### config.mk
export PLATFORM = sky130hd
export DESIGN_NAME = mem_arbiter_rr
export DESIGN_NICKNAME = d
export VERILOG_FILES = /design/src/rtl/rv32i_types.sv /design/src/rtl/mem_arbiter_rr_rr_pick.sv /design/src/rtl/mem_arbiter_rr.sv
export SDC_FILE = /design/constraint.sdc
export NUM_CORES = 1
export LEC_CHECK = 0
export CAP_MARGIN = 20
export CORE_AREA = 5 5 532 534
export CTS_BUF_LIST = sky130_fd_sc_hd__clkbuf_2 sky130_fd_sc_hd__clkbuf_4 sky130_fd_sc_hd__clkbuf_8
export DETAILED_ROUTE_END_ITERATION = 16
export DIE_AREA = 0 0 537 539
export SYNTH_ARGS = -nofsm -noshare
export SYNTH_HDL_FRONTEND = slang
export SYNTH_SLANG_ARGS = --single-unit
### constraint.sdc
create_clock -name clk -period 3.1 [get_ports clk]
set_input_delay 0.93 -clock clk [delete_from_list [all_inputs] [get_ports clk]]
set_output_delay 0.93 -clock clk [all_outputs]
set_load 0.02 [all_outputs]
### src/rtl/rv32i_types.sv
// Shared core types.
// Purpose: word/cacheline typedefs plus the state and operation enums used by
//          the round-robin memory arbiter.
// Contents: rv32i_word, llc_cacheline, arb_state_t, mem_op_t.
package rv32i_types;

  typedef logic [31:0]  rv32i_word;
  typedef logic [255:0] llc_cacheline;

  typedef enum logic [1:0] {
    IDLE,
    MEM,
    FIN
  } arb_state_t;

  typedef enum logic {
    OP_READ,
    OP_WRITE
  } mem_op_t;

endpackage

### src/rtl/mem_arbiter_rr_rr_pick.sv
// rr_pick: combinational round-robin selector.
// Purpose: find the first eligible requester after 'last', wrapping modulo
//          NUM_PORTS. Ports set in 'mask' are never selected.
// Ports:
//   req   in  [NUM_PORTS]  request vector
//   last  in  [IDX_W]      index granted most recently (search starts at last+1)
//   mask  in  [NUM_PORTS]  ports excluded from this search
//   valid out 1            an eligible requester was found
//   idx   out [IDX_W]      index of the winner (0 when valid is low)
module rr_pick #(
  parameter int NUM_PORTS = 2,
  parameter int IDX_W     = $clog2(NUM_PORTS)
) (
  input  logic [NUM_PORTS-1:0] req,
  input  logic [IDX_W-1:0]     last,
  input  logic [NUM_PORTS-1:0] mask,
  output logic                 valid,
  output logic [IDX_W-1:0]     idx
);

  logic [NUM_PORTS-1:0] elig;

  assign elig = req & ~mask;

  // Offsets 1..NUM_PORTS visit every port once, ending on 'last' itself, so a
  // sole requester that was granted last time still wins.
  always_comb begin
    int c;
    c     = 0;
    valid = 1'b0;
    idx   = '0;
    for (int i = 1; i <= NUM_PORTS; i++) begin
      c = (int'(last) + i) % NUM_PORTS;
      if (!valid && elig[c[IDX_W-1:0]]) begin
        valid = 1'b1;
        idx   = c[IDX_W-1:0];
      end
    end
  end

endmodule

### src/rtl/mem_arbiter_rr.sv
// mem_arbiter_rr: round-robin arbiter of NUM_PORTS cacheline clients onto one
// main-memory/LLC port.
// Purpose: grant one client at a time, latch its request, run it against
//          memory, return a one-cycle completion pulse and a registered line.
// Ports:
//   clk, rst (async, active-low)
//   port_read/port_write [NUM_PORTS]       per-client requests (both = write)
//   port_address [NUM_PORTS][ADDR_WIDTH]   per-client line address
//   port_wdata   [NUM_PORTS][LINE_WIDTH]   per-client write line
//   port_rdata   [LINE_WIDTH]              shared read line, valid with port_resp
//   port_resp    [NUM_PORTS]               one-cycle completion pulse, one-hot
//   mmem_read/mmem_write                   memory strobes (MEM state only)
//   mmem_address/mmem_wdata                latched request fields
//   mmem_rdata/mmem_resp                   memory return path
//   grant_id                               current or last granted port
module mem_arbiter_rr
  import rv32i_types::*;
#(
  parameter int NUM_PORTS  = 2,
  parameter int LINE_WIDTH = 256,
  parameter int ADDR_WIDTH = 32
) (
  input  logic                                  clk,
  input  logic                                  rst,
  input  logic [NUM_PORTS-1:0]                  port_read,
  input  logic [NUM_PORTS-1:0]                  port_write,
  input  logic [NUM_PORTS-1:0][ADDR_WIDTH-1:0]  port_address,
  input  logic [NUM_PORTS-1:0][LINE_WIDTH-1:0]  port_wdata,
  output logic [LINE_WIDTH-1:0]                 port_rdata,
  output logic [NUM_PORTS-1:0]                  port_resp,
  output logic                                  mmem_read,
  output logic                                  mmem_write,
  output logic [ADDR_WIDTH-1:0]                 mmem_address,
  output logic [LINE_WIDTH-1:0]                 mmem_wdata,
  input  logic [LINE_WIDTH-1:0]                 mmem_rdata,
  input  logic                                  mmem_resp,
  output logic [$clog2(NUM_PORTS)-1:0]          grant_id
);

  localparam int IDX_W = $clog2(NUM_PORTS);

  arb_state_t           state;
  mem_op_t              op_q;
  logic [IDX_W-1:0]     last_grant;

  logic [NUM_PORTS-1:0] req;
  logic [NUM_PORTS-1:0] pick_mask;
  logic [IDX_W-1:0]     pick_last;
  logic [IDX_W-1:0]     pick_idx;
  logic                 pick_valid;
  logic                 take;

  assign req = port_read | port_write;

  // In FIN the finishing client still drives its request, so it is masked and
  // the search resumes after it (last_grant is only being updated this cycle).
  assign pick_last = (state == FIN) ? grant_id : last_grant;
  assign pick_mask = (state == FIN) ? (NUM_PORTS'(1) << grant_id) : '0;

  rr_pick #(
    .NUM_PORTS (NUM_PORTS),
    .IDX_W     (IDX_W)
  ) u_pick (
    .req   (req),
    .last  (pick_last),
    .mask  (pick_mask),
    .valid (pick_valid),
    .idx   (pick_idx)
  );

  assign take = pick_valid && (state == IDLE || state == FIN);

  // Strobes depend only on state and the latched op, so an asynchronous reset
  // drops them immediately.
  assign mmem_read  = (state == MEM) && (op_q == OP_READ);
  assign mmem_write = (state == MEM) && (op_q == OP_WRITE);

  always_ff @(posedge clk or negedge rst) begin
    if (!rst) begin
      state        <= IDLE;
      last_grant   <= IDX_W'(NUM_PORTS - 1);
      grant_id     <= '0;
      op_q         <= OP_READ;
      mmem_address <= '0;
      mmem_wdata   <= '0;
      port_rdata   <= '0;
      port_resp    <= '0;
    end else begin
      port_resp <= '0;
      unique case (state)
        IDLE: ;
        MEM: begin
          if (mmem_resp) begin
            port_rdata <= mmem_rdata;
            port_resp  <= NUM_PORTS'(1) << grant_id;
            state      <= FIN;
          end
        end
        FIN: begin
          last_grant <= grant_id;
          state      <= IDLE;
        end
        default: state <= IDLE;
      endcase

      // A grant overrides the IDLE fallback above, giving back-to-back MEM.
      if (take) begin
        grant_id     <= pick_idx;
        op_q         <= port_write[pick_idx] ? OP_WRITE : OP_READ;
        mmem_address <= port_address[pick_idx];
        mmem_wdata   <= port_wdata[pick_idx];
        state        <= MEM;
      end
    end
  end

endmodule

==> results by group <==
Clock tree
  • Clk root buf: clkbuf_8
  • Longest Clk Path Bufs: 4
  • TritonCTS clock tree: done
  • Clock transition at path regs: 0.06 ns
  • Clock sink count: 551
  • Clk_lat worst skew: 0.93 ns
  • H-tree levels: 3
  • CTS Buf Count: approximately 110

Synthesis
  • #FFs+latches synth: 551
  • Post-synthesis cell type count: 27
  • Synth area leader: dfrtp_1
  • Ys Warns: 0
  • Mapped Avg Cell Area: 11.7 µm²
  • Post-Syn Nets: between 2k and 3k
  • Mux contribution to synthesized area: 0.272
  • Ranking of synthesized cells by area: dfrtp_1, mux2_2, mux2_1
  • Compound-Gate Fraction of Synth Area: 0.00325
  • Xor/xnor share of the synthesized area: 0
  • Adder-cell share of the synthesized area: 0
  • Asr flop ratio synth: 1.00
  • Post-synth top area share: 0.576
  • Count leader, synth: nand2_1
  • Cells after Synth: 2044
  • Most frequent cells after synthesis: nand2_1, dfrtp_1, mux2_2
  • Simple-gate share of the synthesized area: 0.125
  • Count of flip-flops with a built-in enable after synthesis: 0
  • Largest family of logic cells by synthesized area: multiplexers
  • Seq/Total Area, Yosys: 0.577
  • Synthesized cell area: 23900 µm²
  • Dominant register cell in the synthesized netlist: dfrtp_1

Setup path
  • Critical Path Start Type: flop
  • CP cell instances: and2_1 > dlygate4sd2_1
  • Internal reg-to-reg setup slack: between 0.4 and 0.5 ns
  • Worst R2R Start: state[0]
  • Critical Path RT: 2.17 ns
  • Critical path class: flop to primary output
  • Worst setup EP type: primary output
  • CP Max Fanout: 3
  • Worst path bufs/invs: 1
  • Delay-heaviest family, CP: flip-flops
  • R2R depth: 7
  • Critical-path top delay cell: dfrtp_1
  • FF-to-FF End: mmem_wdata[250]
  • Arrival time worst endpoint: 2.05 ns
  • Crit-path max cell delay: 0.61 ns

Global routing
  • Global-route wire length before repair: between 200 and 300 mm
  • Total gr overflow: 0
  • Initial antenna violation count: 183
  • Number of global-route vias before repair: 24.2k
  • Largest net degree at the start of global routing: a little over 80
  • Total GRT Usage: 0.137

Power
  • P per Cell Area: 1030 nW/µm²
  • Total power: between 40 and 50 mW
  • Leakage power: 18.9 nW
  • Worst vdd ir: 492 µV

Detailed routing
  • Drt total wl: 207 mm
  • Starting DRT DRC Count: 1133
  • Remaining DRCs: 0
  • Number of iterations in the first detailed-routing pass: 5
  • Vias post-DR: 23.0k
  • Via density: 3.12
  • Post-route ant nets: 0
  • Detailed-route wire length per cell: ~28 µm

Timing
  • Max frequency: 0.335 GHz
  • Min Tclk post-route: between 2 and 3 ns
  • Final setup violation count: 0
  • Final Hold Violating Endpoints: 0
  • Fin Setup TNS: 0 ns
  • Max-slew violation count: 0
  • Fin crit share: 0.962
  • Setup skew after layout: 0.0453 ns
  • Slew headroom: 0.517
  • Slew at the pin closest to its max-slew limit: 0.728 ns

Final layout
  • Fraction of layout cells with a size suffix above 1: 0.172
  • Filler cells: 30.9k
  • Non-filler instance count after layout: 7384
  • Area delta synth->final: 89.6%
  • Final nets: 4362

Floorplanning
  • DIE HEIGHT: 539 µm
  • Initial Utilization: 0.0860
  • Core area: 278000 µm²
  • FP Rows: roughly 190
  • Chip width: 537 µm
  • DIE AREA: between 200000 and 300000 µm²
  • I/O Pins: 1388

Flow run
  • Number of max-cap violations: 0

Placement
  • Post-Place Cells: 7130
  • HPWL after DPL: 182 mm
  • Input/output buffers: 1387
  • Routability congestion estimate: 0.945

Min path
  • Hold Path Class: flop to flop
  • Hold path cells: 2
  • Hold Path Sink: port_rdata[203]
  • Hold_sp: port_rdata[203]

Run status
  • Status: complete, no violations
logic make-up (layout without fill, tap and decap cells):
kind of cell,Yosys count,after routing
AOI/OAI and AO/OA,8,8
DFF,551,551
other,0,51
and+or+nand+nor,786,786
muxes,577,577
buffers and inverters,122,1687
placed cells by master (no fill, tap or decap), drive strengths merged:
| cell | netlist | final |
|---|---|---|
| a211o | 1 | 1 |
| a21oi | 1 | 1 |
| a311oi | 1 | 1 |
| a31oi | 1 | 1 |
| a32o | 1 | 1 |
| and2 | 1 | 1 |
| and3b | 1 | 1 |
| buf | 35 | 112 |
| bufinv | 0 | 5 |
| clkbuf | 84 | 173 |
| clkdlybuf4s15 | 0 | 2 |
| clkdlybuf4s50 | 0 | 1179 |
| clkinv | 1 | 15 |
| clkinvlp | 0 | 4 |
| dfrtp | 550 | 550 |
| dfstp | 1 | 1 |
| diode | 0 | 51 |
| dlygate4sd2 | 0 | 187 |
| dlygate4sd3 | 0 | 1 |
| dlymetal6s2s | 0 | 3 |
| inv | 2 | 6 |
| mux2 | 577 | 577 |
| nand2 | 771 | 771 |
| nand2b | 2 | 2 |
| nand3 | 2 | 2 |
| nor2 | 5 | 5 |
| nor2b | 1 | 1 |
| o21a | 1 | 1 |
| o21bai | 1 | 1 |
| o22ai | 1 | 1 |
| or2 | 3 | 3 |
flip-flops by register name, indices dropped and copies added, names as in the netlist:
name,cells
mmem_wdata,256
port_rdata,256
mmem_address,32
port_resp,2
state,2
grant_id,1
last_grant,1
op_q,1
per-layer routing:
| metal | part of all wire | global-route usage | up-vias |
|---|---|---|---|
| met5 | 0.0029 | 0 | - |
| li1 | - | - | 9780 |
| met1 | 0.38 | 0.154 | 11300 |
| met4 | 0.037 | 0.0417 | 88 |
| met3 | 0.14 | 0.0823 | 480 |
| met2 | 0.44 | 0.216 | 1402 |
power breakdown:
part	leakage [nW]	total, mW	internal, mW	switching, mW
logic	10.9	24.7	10.3	14.4
clock network	1.31	8.65	4.91	3.74
registers	6.60	13.3	10.8	2.49
area by class of cell:
cell class                      count  area [µm²]  share of cell area
Timing Repair Buffer             1484       14600               0.323
Multi-Input combinational cell   1371        9570               0.211
Antenna cell                       51         128             0.00282
Inverter                            3        18.8            0.000414
Clock inverter                     27         293             0.00646
Tap cell                         3724        4660               0.103
Sequential cell                   551       13800               0.305
Clock buffer                      173        2190              0.0484
worst min-delay path, delay by kind of cell (launching register included):
family           cells  cell delay, ns
and+or+nand+nor      2            0.10
DFF                  1            0.34
stage by stage:
step	util	setup slack [ns]	instance area (µm²)	hold WS (ns)
final	0.163	0.117	45300	0.470
after global routing	0.163	-0.00396	45300	0.397
after CTS	0.163	0.000992	45200	0.341
after detailed placement	0.154	-0.376	42900	0.461
after global placement	0.154	-0.358	42900	0.457
after floorplan	-	0.365	23900	0.468
how the worst max path moves through the flow:
stage	start	to	slack [ns]	cells after the start
floorplan	port_write[0]	mmem_address[23]	0.36	6
global placement	port_read[0]	mmem_wdata[22]	-0.36	7
detailed placement	port_read[0]	mmem_wdata[34]	-0.38	7
CTS	mmem_wdata[92]	mmem_wdata[92]	0.001	1
global route	port_rdata[177]	port_rdata[177]	-0.004	1
finish	op_q	mmem_write	0.12	2
what timing repair did:
item                                   4_1_cts  5_1_grt
gates resized for setup                    199        3
setup endpoints to repair                  189        3
cloned                                       0        0
hold buffers                                 1        0
setup buffers                                2        0
endpoints found under the hold margin       26        0
No activity file was read; power rests on OpenSTA's default activity.
